<file path="src/rtl/bnn_stream_scheduler.sv">
// Batch sequencer for the BNN streaming datapath: issues indexed vectors to stage 1
// under credit-based flow control, counts last-stage retirements and reports done/abort.
module bnn_stream_scheduler #(
   parameter int TOTAL_INPUTS = 16,
   parameter int MAX_INFLIGHT = 4,
   localparam int IW = $clog2(TOTAL_INPUTS),
   localparam int CW = $clog2(TOTAL_INPUTS + 1),
   localparam int FW = $clog2(MAX_INFLIGHT + 1)
) (
   input  logic          clk,
   input  logic          rst_n,
   input  logic          start,
   input  logic          abort,
   input  logic [CW-1:0] cfg_count,
   output logic          issue_valid,
   input  logic          issue_ready,
   output logic [IW-1:0] issue_index,
   input  logic          result_valid,
   output logic [FW-1:0] inflight,
   output logic          busy,
   output logic          done,
   output logic          aborted,
   output logic          err_underflow
);

   typedef enum logic [2:0] {
      IDLE  = 3'd0,
      RUN   = 3'd1,
      DRAIN = 3'd2,
      FLUSH = 3'd3,
      FIN   = 3'd4
   } state_t;

   localparam logic [CW-1:0] TOTAL_C = CW'(TOTAL_INPUTS);
   localparam logic [FW-1:0] MAX_C   = FW'(MAX_INFLIGHT);

   state_t        state_r, state_next_s;
   logic [CW-1:0] n_r, n_next_s, n_clamp_s;
   logic [CW-1:0] issued_r, issued_next_s;
   logic [CW-1:0] retired_r, retired_next_s;
   logic [FW-1:0] inflight_r, inflight_next_s;
   logic [IW-1:0] index_r;
   logic          done_r, aborted_r, err_r;
   logic          issue_fire_s, retire_ok_s, underflow_s;

   assign n_clamp_s    = (cfg_count > TOTAL_C) ? TOTAL_C : cfg_count;
   assign issue_valid  = (state_r == RUN) && (issued_r < n_r) && (inflight_r < MAX_C);
   assign issue_fire_s = issue_valid && issue_ready;
   assign underflow_s  = result_valid && (inflight_r == {FW{1'b0}});
   assign retire_ok_s  = result_valid && (inflight_r != {FW{1'b0}}) &&
                         (state_r inside {RUN, DRAIN, FLUSH});

   assign busy          = (state_r != IDLE);
   assign issue_index   = index_r;
   assign inflight      = inflight_r;
   assign done          = done_r;
   assign aborted       = aborted_r;
   assign err_underflow = err_r;

   // Next-state decode; abort outranks the completion transitions.
   always_comb begin
      state_next_s = state_r;
      case (state_r)
         IDLE: begin
            // An empty batch passes through DRAIN so done lands on the second cycle after start.
            if (start && (n_clamp_s == {CW{1'b0}})) state_next_s = DRAIN;
            else if (start)                         state_next_s = RUN;
            else                                    state_next_s = IDLE;
         end
         RUN: begin
            if (abort)                                             state_next_s = FLUSH;
            else if (issue_fire_s && (issued_r + CW'(1) == n_r))   state_next_s = DRAIN;
            else                                                   state_next_s = RUN;
         end
         DRAIN: begin
            if (abort)                                             state_next_s = FLUSH;
            else if ((retired_r == n_r) ||
                     (retire_ok_s && (retired_r + CW'(1) == n_r))) state_next_s = FIN;
            else                                                   state_next_s = DRAIN;
         end
         FLUSH: begin
            if (inflight_r == {FW{1'b0}}) state_next_s = IDLE;
            else                          state_next_s = FLUSH;
         end
         FIN:     state_next_s = IDLE;
         default: state_next_s = IDLE;
      endcase
   end

   // Batch size, issue/retire counters and credit count for the next cycle.
   always_comb begin
      n_next_s        = n_r;
      issued_next_s   = issued_r;
      retired_next_s  = retired_r;
      inflight_next_s = inflight_r;
      if ((state_r == IDLE) && start) begin
         n_next_s       = n_clamp_s;
         issued_next_s  = {CW{1'b0}};
         retired_next_s = {CW{1'b0}};
      end else begin
         if (issue_fire_s) issued_next_s  = issued_r + CW'(1);
         else              issued_next_s  = issued_r;
         if (retire_ok_s)  retired_next_s = retired_r + CW'(1);
         else              retired_next_s = retired_r;
      end
      case ({issue_fire_s, retire_ok_s})
         2'b10:   inflight_next_s = inflight_r + FW'(1);
         2'b01:   inflight_next_s = inflight_r - FW'(1);
         default: inflight_next_s = inflight_r;
      endcase
   end

   // State, counters and registered status pulses.
   always_ff @(posedge clk or negedge rst_n) begin
      if (!rst_n) begin
         state_r    <= IDLE;
         n_r        <= {CW{1'b0}};
         issued_r   <= {CW{1'b0}};
         retired_r  <= {CW{1'b0}};
         inflight_r <= {FW{1'b0}};
         index_r    <= {IW{1'b0}};
         done_r     <= 1'b0;
         aborted_r  <= 1'b0;
         err_r      <= 1'b0;
      end else begin
         state_r    <= state_next_s;
         n_r        <= n_next_s;
         issued_r   <= issued_next_s;
         retired_r  <= retired_next_s;
         inflight_r <= inflight_next_s;
         index_r    <= issued_next_s[IW-1:0];
         done_r     <= (state_next_s == FIN);
         aborted_r  <= (state_next_s == FLUSH) && (inflight_next_s == {FW{1'b0}});
         err_r      <= err_r | underflow_s;
      end
   end

endmodule

</file>
<file path="config.mk">
export PLATFORM = sky130hd
export DESIGN_NAME = bnn_stream_scheduler
export DESIGN_NICKNAME = d
export VERILOG_FILES = /design/src/rtl/bnn_stream_scheduler.sv
export SDC_FILE = /design/constraint.sdc
export NUM_CORES = 1
export LEC_CHECK = 0
export ABC_CLOCK_PERIOD_IN_PS = 3200
export BUFFER_PORTS_ARGS = -buffer_cell sky130_fd_sc_hd__buf_2
export CELL_PAD_IN_SITES_DETAIL_PLACEMENT = 0
export CELL_PAD_IN_SITES_GLOBAL_PLACEMENT = 1
export CORE_MARGIN = 5
export CORE_UTILIZATION = 45
export CTS_BUF_LIST = sky130_fd_sc_hd__clkbuf_4
export DETAILED_ROUTE_END_ITERATION = 6
export GPL_ROUTABILITY_DRIVEN = 1
export HOLD_SLACK_MARGIN = 0.05
export PLACE_DENSITY_LB_ADDON = 0.3
export SLEW_MARGIN = 5
export SYNTH_ARGS = -nofsm -noshare
export SYNTH_HDL_FRONTEND = slang
export SYNTH_SLANG_ARGS = --single-unit
export TNS_END_PERCENT = 10
</file>
<file path="constraint.sdc">
create_clock -name clk -period 3.2 [get_ports clk]
set_clock_uncertainty 0.1 [all_clocks]
set_input_delay 0 -clock clk [delete_from_list [all_inputs] [get_ports clk]]
set_output_delay 0 -clock clk [all_outputs]
set_load 0.005 [all_outputs]
</file>
==> results of run 1 <==
[path summary, 6_finish.rpt]
| kind | start | to | slack (ps) |
|---|---|---|---|
| worst min-delay path | rst_n | inflight[2]$_DFF_PN0_ | 70 |
| min in group clk | issue_ready | issued_r[0]$_DFFE_PN0P_ | 80 |
| worst max-delay path | n_r[1]$_DFFE_PN0P_ | aborted$_DFF_PN0_ | 220 |
| max in group asynchronous | rst_n | n_r[1]$_DFFE_PN0P_ | 2550 |
| worst max register to register | n_r[1]$_DFFE_PN0P_ | aborted$_DFF_PN0_ | 220 |
| worst min register to register | err_underflow$_DFF_PN0_ | err_underflow$_DFF_PN0_ | 380 |
[power groups by stage]
stage                     logic (mW)  registers, mW  clock network, mW
after floorplan                0.764          0.572                  0
after global placement         0.894          0.626                  0
after detailed placement       0.929          0.636                  0
after CTS                      0.958          0.630              0.149
after global routing            1.08          0.658              0.156
final                          0.953          0.629              0.141
[flip-flops by register name, summed over array words and instances, names as in the netlist]
register / count
inflight: 3
state_r: 3
done: 1
issued_r: 5
n_r: 5
aborted: 1
err_underflow: 1
retired_r: 5
[layout make-up]
type                            count  area, sq um  share of cell area (%)
Sequential cell                    24        601.8                   33.04
Multi-Input combinational cell    116        835.8                   45.88
Inverter                           14        52.55                   2.885
Timing Repair Buffer               36        247.7                   13.60
Clock buffer                        3        22.52                   1.236
Tap cell                           46        57.56                   3.159
Clock inverter                      1        3.754                  0.2060
[metal layers]
layer | part of all wire (%) | global-route usage (%) | vias to the layer above
met5 | 0 | 0 | -
met4 | 0.79 | 4.467 | 0
met3 | 4.6 | 2.107 | 4
met2 | 48 | 29.68 | 29
met1 | 47 | 21.03 | 584
li1 | - | - | 626
[critical path: cells and delay by family (launching register included)]
family / cells / cell delay (ps)
AOI/OAI and AO/OA: 1 / 280
buffers and inverters: 3 / 330
xor gates and xnor gates: 2 / 310
DFF: 1 / 470
adders and majority gates: 3 / 650
and+or+nand+nor: 4 / 760
[stage by stage]
stage                     std cells  cell area (sq um)  hold slack [ps]
after CTS                       240               1821            70.47
final                           240               1822            69.59
after global routing            240               1822            98.49
after floorplan                 163               1545           -395.6
after detailed placement        223               1664           -83.40
after global placement          223               1664           -86.80
[synth_stat cells, types with 2 or more instances]
master,count
o21ai_0,2
inv_1,13
a211o_1,2
or4_1,2
clkbuf_1,4
nand3_1,8
o21ai_1,9
nor3_1,5
dfrtp_1,24
nand3b_1,4
buf_4,4
xnor2_1,10
ha_1,8
a31oi_1,3
xor2_1,10
and2_1,3
a21oi_1,2
mux2i_1,2
nor2_1,16
nand4_1,3
nor2b_1,2
o211ai_1,3
nand2_1,6
and3b_1,2
[logic make-up after synthesis]
logic type | count (synthesis) | share of synthesized area, %
xor gates and xnor gates | 20 | 11.34
AOI/OAI and AO/OA | 27 | 11.66
adders and majority gates | 9 | 7.774
muxes | 2 | 1.296
DFF | 24 | 38.87
and+or+nand+nor | 58 | 22.02
buffers and inverters | 23 | 7.044
[what timing repair did]
item                                    4_1_cts  5_1_grt
hold buffers                                 13        0
hold endpoints to repair                     35        0
endpoints found under the setup margin        0        1
resized for setup                             0        1
==> summary.md, run 1 <==
| Metric | Value |
|---|---|
| Total gr overflow | 0 |
| Vias per inst | 5.179 |
| Ys flop type | dfrtp_1 |
| Ys async rst share | 100.0% |
| Initial DRC Count | 55 |
| Pre-CTS setup slack | 208.6 ps |
| Crit Path Class | reg -> reg |
| CTS tree | done |
| RSZ-0062 raised after global routing | false |
| Post-DP HPWL | 2.573 mm |
| # clock sinks | 24 |
| Combinational share of power | 55.3% |
| Setup WS post-layout | 223.7 ps |
| Final max-slew violation count | 0 |
| CP Data Arrival Time | 3110 ps |
| Total global-route track usage | 16.67% |
| Mapped Area | 1545 sq um |
| Setup TNS | 0 ps |
| Endpoint class of the critical path | flop |
| Max Cap Violations | 0 |
| Layout area overhead | 17.89% |
| Pin count of the biggest net entering global routing | 25 |
| Final hold vios | 0 |
| Avg Cell Area, Syn | 9.480 sq um |
| Clk root buf | clkbuf_4 |
| Area contributors post-synth | dfrtp_1 (39%), ha_1 (6.5%), xnor2_1 (5.7%), xor2_1 (5.7%), nor2_1 (3.9%) |
| Synth area leader | dfrtp_1 |
| Leak | 0.8200 nW |
| Net Switching | 780.5 uW |
| CTS HTree Levels | 1 |
| Total power | 1.724 mW |
| First-pass GRT wire length | 5.865 mm |
| Initial antenna violation count | 0 |
| Pwr dens | 946.1 nW/um^2 |
| Final core occ | 54.59% |
| Syn_nets | 183 |
| Final min period | 2976 ps |
| Nets | 215 |
| Most frequent cells in the layout | dfrtp_1 (23), buf_2 (22), nor2_1 (16) |
| CP Max Fanout | 11 |
| Setup crit start kind | flop |
| Sequential-to-total area share from yosys stat | 38.87% |
| Final Routed Wirelength | 3.422 mm |
| FMAX | 336.0 MHz |
| Initial core utilization | 46.31% |
| Status | completed |
| Synthesis Warnings | 0 |
| Num rows | 21 |
| Clock buffer depth | 2 |
| Die X | 68.60 um |
| Final setup fails | 0 |
| Routed len/inst | 14.26 um |
| Critical path data required time | 3340 ps |
| Area of the core | 3337 sq um |
| Vias post-DR | 1243 |
| Clock Power Share | 8.2% |
| TritonCTS Buffers | 3 |
| Clk pin slew, worst setup/hold paths | 140 ps |
| Post-synth EDFFs | 0 |
| Fin crit share | 93.01% |
| Synth Instances | 163 |
| # port buffers | 22 |
| Final ANT Viol Nets | 0 |
| DRT Pass-1 Iters | 4 |
| Net Sw Frac | 45.28% |
| Commonest non-fill, non-tap cell in the layout | dfrtp_1 |
| Worst min path class | in -> async |
| Worst Tran Pin Value | 541.2 ps |
| # IOs | 23 |
| Max IR drop VDD | 364.4 uV |
| Slowest stage delay, CP | 470 ps |
| GP Congestion | 0.7963 |
| Slew Limit Headroom | 63.92% |
| Cell Chain, Critical Path | inv_1, ha_1, nor2b_1, o2111a_1, nor4b_4, inv_2, ha_1, inv_1, fa_1, xor2_1, nor2_1, xor2_1, nor4_1 |
| Fillers | 305 |
| Die area | 4706 sq um |
| Vias in the first global route | 1262 |
| Area fraction of the dominant cell type after synthesis | 38.87% |
| Die Y | 68.60 um |
| Post-CTS setup buffer count | 0 |
| Distinct cells, synth | 40 |
| Skew-Pair Late Insertion Delay | 320 ps |
| DRC Markers | 0 |
| Slowest stage cell, crit path | dfrtp_2 |
| Int Power | 943.2 uW |
| Seq pwr share | 36.5% |
| Inserted Diodes | 0 |
| Fraction of layout cells with a size suffix above 1 | 17.01% |
| Yosys reg bits | 24 |
| R2R depth | 13 |
Power figures use the tool's default switching activity.
==> inputs of run 2 (changes only) <==
--- a/config.mk
+++ b/config.mk
@@ -5,12 +5,12 @@
 export SDC_FILE = /design/constraint.sdc
 export NUM_CORES = 1
 export LEC_CHECK = 0
-export ABC_CLOCK_PERIOD_IN_PS = 3200
+export ABC_CLOCK_PERIOD_IN_PS = 2600
 export BUFFER_PORTS_ARGS = -buffer_cell sky130_fd_sc_hd__buf_2
 export CELL_PAD_IN_SITES_DETAIL_PLACEMENT = 0
 export CELL_PAD_IN_SITES_GLOBAL_PLACEMENT = 1
 export CORE_MARGIN = 5
-export CORE_UTILIZATION = 45
+export CORE_UTILIZATION = 41
 export CTS_BUF_LIST = sky130_fd_sc_hd__clkbuf_4
 export DETAILED_ROUTE_END_ITERATION = 6
 export GPL_ROUTABILITY_DRIVEN = 1
==> constraint.sdc (replaced) <==
create_clock -name clk -period 2.6 [get_ports clk]
set_clock_uncertainty 0.1 [all_clocks]
set_input_delay 0 -clock clk [delete_from_list [all_inputs] [get_ports clk]]
set_output_delay 0 -clock clk [all_outputs]
set_load 0.005 [all_outputs]
==> run 2 against run 1 <==
The flow now finishes with violations (negative setup slack). Worst setup slack worse by 270 ps. Clock power up 23%. First-iteration DRC count down 51%. Design area up 4.8%. Die area up 8.3%. Utilization down 2.4 points. Largest cell class unchanged. Highest routed layer unchanged.
==> summary.md, run 2 (synthesis gave the netlist of run 1 again) <==
| Metric | Value |
|---|---|
| Status | finished, violations left |
| Violated checks | negative setup slack |
| Crit Path Class | reg -> reg |
| Clock buffer depth | 2 (unchanged) |
| Skew-Pair Late Insertion Delay | 330 ps (about the same) |
| Final Routed Wirelength | 3.373 mm (-1.4%) |
| Final hold vios | 0 (unchanged) |
| Final setup fails | 1 (+1) |
| Pin count of the biggest net entering global routing | 25 (unchanged) |
| Worst min path class | in -> reg |
| Area of the core | 3661 sq um (+9.7%) |
| Die Y | 71.39 um (+4.1%) |
| Clk pin slew, worst setup/hold paths | 130 ps (about the same) |
| Final ANT Viol Nets | 0 (unchanged) |
| Inserted Diodes | 0 (unchanged) |
| Post-DP Area | 1787 sq um (+7.4%) |
| Fraction of layout cells with a size suffix above 1 | 25.74% (+8.7 points) |
| Final max-slew violation count | 0 (unchanged) |
| DRC Markers | 0 (unchanged) |
| Max Cap Violations | 0 (unchanged) |
| Die area | 5097 sq um (+8.3%) |
| Num rows | 22 (+4.8%) |
| Routed len/inst | 13.49 um (-5.4%) |
| Pre-CTS setup slack | -113.0 ps (-321.6 ps) |
| Post-DP HPWL | 2.588 mm (+0.59%) |
| GP Congestion | 0.8580 (+7.7%) |
| Worst Tran Pin Value | 565.3 ps (+24.09 ps) |
| Post-route cell area | 1909 sq um (+4.8%) |
| Vias per inst | 5.128 (-0.99%) |
| Commonest non-fill, non-tap cell in the layout | dfrtp_1 |
| Fin crit share | 101.8% (+8.8 points) |
| Initial antenna violation count | 0 (unchanged) |
| Die X | 71.39 um (+4.1%) |
| First-pass GRT wire length | 5.830 mm (-0.60%) |
| DRT Pass-1 Iters | 4 (unchanged) |
| Setup crit start kind | flop |
| Clk root buf | clkbuf_4 |
| Layout area overhead | 23.56% |
| Initial DRC Count | 27 (-51%) |
| Setup TNS | -47.64 ps (-47.64 ps) |
| Total gr overflow | 0 (unchanged) |
| CTS HTree Levels | 1 (unchanged) |
| Max IR drop VDD | 495.7 uV (+36%) |
| # clock sinks | 24 (unchanged) |
| Vias in the first global route | 1286 (+1.9%) |
| Top Registers | issued_r (5), n_r (5), retired_r (5) |
| CP Data Arrival Time | 2770 ps (-340 ps) |
| Most frequent cells in the layout | dfrtp_1 (24), buf_2 (22), nor2_1 (16) |
| Pwr dens | 1205 nW/um^2 (+27%) |
| Total global-route track usage | 14.25% (-2.4 points) |
| FMAX | 377.7 MHz (+12%) |
| # IOs | 23 (unchanged) |
| Final min period | 2648 ps (-328.7 ps) |
| TritonCTS Buffers | 3 (unchanged) |
| Critical path data required time | 2730 ps (-610 ps) |
| Final core occ | 52.15% (-2.4 points) |
| Flop2flop setup slack | -50 ps (-270 ps) |
| # port buffers | 22 (unchanged) |
| Nets | 224 (+4.2%) |
| CP Max Fanout | 2 (-9) |
| Endpoint class of the critical path | flop |
| Initial core utilization | 42.21% (-4.1 points) |
| Slew Limit Headroom | 62.31% (-1.6 points) |
| Vias post-DR | 1282 (+3.1%) |
| RSZ-0062 raised after global routing | true |
| Leak | 0.8784 nW (+7.1%) |
| Setup WS post-layout | -47.64 ps (-271.3 ps) |
| CTS tree | done |
run 2: cell count changes in the layout (fill, tap and decap cells not counted), sizes merged:
cell / change
buf: +14
dlygate4sd3: -5
clkinv: -1
run 2: layer usage:
metal  track usage [%]  wire [um]  up-vias
li1                  -          -      644
met2             24.69       1574       29
met5                 0          0        -
met1             18.13       1597      604
met4             5.010         51        0
met3             1.823        150        5
run 2: power by group:
part / switching [mW] / internal, mW
registers: 0.152 / 0.539
logic: 0.723 / 0.714
clock network: 0.119 / 0.0545
run 2: final cells by class:
cell class | count | area [sq um]
clock buffers | 3 | 22.52
multi-input cells | 116 | 870.8
repair buffers | 45 | 302.8
inverters | 14 | 52.55
flip-flops and latches | 24 | 600.6
well taps | 48 | 60.06
fillers | 348 | 1752
run 2: path summary, 6_finish.rpt:
path	cells past startpoint	start	to
min reg2reg	1	err_underflow$_DFF_PN0_	err_underflow$_DFF_PN0_
min	4	start	n_r[0]$_DFFE_PN0P_
min in group asynchronous	2	rst_n	inflight[0]$_DFF_PN0_
max in group asynchronous	2	rst_n	retired_r[3]$_DFFE_PN0P_
max	9	state_r[2]$_DFF_PN0_	aborted$_DFF_PN0_
max reg2reg	9	state_r[2]$_DFF_PN0_	aborted$_DFF_PN0_
run 2: per-stage QoR:
stage,std cells,power [mW],hold slack (ps)
floorplan,163,1.666,-395.6
global placement,239,2.015,-78.12
detailed placement,239,2.063,-71.65
CTS,250,2.250,74.89
global route,250,2.523,116.1
finish,250,2.301,59.62
run 2: timing repair:
action / in CTS / in global routing
buffers inserted: 0 / 0
pin swaps: 1 / 0
hold buffers: 8 / 0
setup endpoints to repair: 2 / 3
gates resized for setup: 0 / 4
hold endpoints to repair: 35 / 0
run 2: worst max-delay path: stages (launching register included):
cell	delay [ps]
dfrtp_1	400
or3b_1	400
or3_4	400
nor4b_4	270
inv_2	90
ha_4	170
inv_2	40
fa_2	440
mux2i_4	170
nor4_2	70
==> inputs of run 3 (changes only) <==
--- a/config.mk
+++ b/config.mk
@@ -7,7 +7,7 @@
 export LEC_CHECK = 0
 export ABC_CLOCK_PERIOD_IN_PS = 2600
 export BUFFER_PORTS_ARGS = -buffer_cell sky130_fd_sc_hd__buf_2
-export CELL_PAD_IN_SITES_DETAIL_PLACEMENT = 0
+export CELL_PAD_IN_SITES_DETAIL_PLACEMENT = 1
 export CELL_PAD_IN_SITES_GLOBAL_PLACEMENT = 1
 export CORE_MARGIN = 5
 export CORE_UTILIZATION = 41
@@ -16,6 +16,7 @@
 export GPL_ROUTABILITY_DRIVEN = 1
 export HOLD_SLACK_MARGIN = 0.05
 export PLACE_DENSITY_LB_ADDON = 0.3
+export SKIP_LAST_GASP = 1
 export SLEW_MARGIN = 5
 export SYNTH_ARGS = -nofsm -noshare
 export SYNTH_HDL_FRONTEND = slang
==> run 3 against run 2 <==
The flow still finishes with violations (negative setup slack). Global-route usage increased by 2.4 points. Flip-flop and latch count unchanged. Wire length increased by 17%. Die area unchanged. Register-to-register slack got worse by 20 ps.
==> summary.md, run 3 (synthesis gave the netlist of run 1 again) <==
| Metric | Value |
|---|---|
| Top Registers | issued_r (5), n_r (5), retired_r (5) |
| Area of the core | 3661 sq um (unchanged) |
| Post-DP HPWL | 2.982 mm (+15%) |
| Slew Limit Headroom | 61.47% (-0.84 points) |
| Post-route cell area | 1966 sq um (+2.9%) |
| FMAX | 375.1 MHz (-0.68%) |
| Setup crit start kind | flop |
| Clk root buf | clkbuf_4 |
| Nets | 227 (+1.3%) |
| Initial core utilization | 42.21% (unchanged) |
| CTS HTree Levels | 1 (unchanged) |
| Flop2flop setup slack | -70 ps (-20 ps) |
| Initial DRC Count | 23 (-15%) |
| Die area | 5097 sq um (unchanged) |
| Worst min path class | in -> reg |
| Max IR drop VDD | 471.4 uV (-4.9%) |
| Worst Tran Pin Value | 577.9 ps (+12.59 ps) |
| Setup WS post-layout | -65.89 ps (-18.26 ps) |
| Final setup fails | 1 (unchanged) |
| Most frequent cells in the layout | dfrtp_1 (24), buf_2 (22), nor2_1 (16), buf_4 (16), inv_1 (12) |
| Layout area overhead | 27.21% |
| Initial antenna violation count | 0 (unchanged) |
| # IOs | 23 (unchanged) |
| Leak | 0.9013 nW (+2.6%) |
| Die X | 71.39 um (unchanged) |
| GP Congestion | 0.8580 (unchanged) |
| Fraction of layout cells with a size suffix above 1 | 25.73% (about the same) |
| Fillers | 416 (+20%) |
| Vias per inst | 5.142 (+0.27%) |
| Commonest non-fill, non-tap cell in the layout | dfrtp_1 |
| # clock sinks | 24 (unchanged) |
| Pin count of the biggest net entering global routing | 25 (unchanged) |
| Num rows | 22 (unchanged) |
| Skew-Pair Late Insertion Delay | 330 ps (about the same) |
| CP Data Arrival Time | 2800 ps (+30 ps) |
| Max Cap Violations | 0 (unchanged) |
| DRC Markers | 0 (unchanged) |
| Vias in the first global route | 1465 (+14%) |
| Clock buffer depth | 2 (unchanged) |
| CTS tree | done |
| Endpoint class of the critical path | flop |
| Clk pin slew, worst setup/hold paths | 150 ps (+20 ps) |
| Total power | 2.480 mW (+7.8%) |
| Post-DP Area | 1787 sq um (unchanged) |
| Pwr dens | 1262 nW/um^2 (+4.7%) |
| Final core occ | 53.69% (+1.5 points) |
| First-pass GRT wire length | 6.713 mm (+15%) |
| Crit Path Class | reg -> reg |
| Final Routed Wirelength | 3.946 mm (+17%) |
| Status | finished, violations left |
| TritonCTS Buffers | 3 (unchanged) |
| Vias post-DR | 1306 (+1.9%) |
| RSZ-0062 raised after global routing | true |
| Setup TNS | -65.89 ps (-18.26 ps) |
| Inserted Diodes | 0 (unchanged) |
| Violated checks | negative setup slack |
| Final hold vios | 0 (unchanged) |
| Final max-slew violation count | 0 (unchanged) |
| Fin crit share | 102.5% (+0.70 points) |
| Die Y | 71.39 um (unchanged) |
| # port buffers | 22 (unchanged) |
| CP Max Fanout | 2 (unchanged) |
| Total gr overflow | 0 (unchanged) |
| Pre-CTS setup slack | -178.0 ps (-65.03 ps) |
| Total global-route track usage | 16.69% (+2.4 points) |
| Critical path data required time | 2730 ps (about the same) |
| Final ANT Viol Nets | 0 (unchanged) |
| Routed len/inst | 15.54 um (+15%) |
| DRT Pass-1 Iters | 4 (unchanged) |
| Final min period | 2666 ps (+18.26 ps) |
-- run 3: per-layer routing --
| layer | global-route usage (%) | part of all wire, % | routed length [um] | vias up |
|---|---|---|---|---|
| met5 | 0 | 0 | 0 | - |
| met2 | 32.04 | 51 | 2008 | 22 |
| met3 | 1.683 | 3.3 | 129 | 6 |
| met1 | 18.95 | 44 | 1753 | 630 |
| met4 | 5.637 | 1.4 | 54 | 0 |
| li1 | - | - | - | 648 |
-- run 3: area by class of cell --
class	count	area, sq um	area share (%)
clock inverters	1	30.03	1.528
flip-flops and latches	24	600.6	30.55
repair buffers	48	330.3	16.80
multi-input cells	116	869.6	44.24
inverters	14	52.55	2.673
clock buffers	3	22.52	1.146
well taps	48	60.06	3.055
-- run 3: stage by stage --
step           hold WS [ps]  std cells
2_1_floorplan        -395.6        163
3_5_place_dp         -71.51        239
5_1_grt               98.64        254
6_report              59.53        254
4_1_cts               62.20        254
3_3_place_gp         -78.12        239
-- run 3: worst paths after layout --
kind | startpoint | endpoint | cells after the start
max | state_r[1]$_DFF_PN0_ | aborted$_DFF_PN0_ | 9
min | start | n_r[0]$_DFFE_PN0P_ | 4
max reg2reg | state_r[1]$_DFF_PN0_ | aborted$_DFF_PN0_ | 9
min reg2reg | err_underflow$_DFF_PN0_ | err_underflow$_DFF_PN0_ | 1
max in group asynchronous | rst_n | retired_r[0]$_DFFE_PN0P_ | 2
min in group asynchronous | rst_n | inflight[0]$_DFF_PN0_ | 2
-- run 3: power by group --
group | switching, mW | total [mW] | leakage (nW) | internal [mW]
Clock | 0.129 | 0.285 | 0.0279 | 0.156
Sequential | 0.158 | 0.696 | 0.303 | 0.539
Combinational | 0.779 | 1.50 | 0.571 | 0.720
-- run 3: timing repair --
| action | 4_1_cts | 5_1_grt |
|---|---|---|
| pin swaps | 2 | 0 |
| hold buffers | 10 | 0 |
| gates resized for setup | 1 | 2 |
| endpoints found under the hold margin | 35 | 0 |
| endpoints found under the setup margin | 3 | 3 |
| buffers inserted | 1 | 0 |
-- run 3: worst max-delay path, cell delays in order (launching register included) --
cell,delay [ps]
dfrtp_1,400
or3b_1,400
or3_4,390
nor4b_4,260
inv_2,90
ha_4,170
inv_2,50
fa_2,450
mux2i_4,180
nor4_2,70
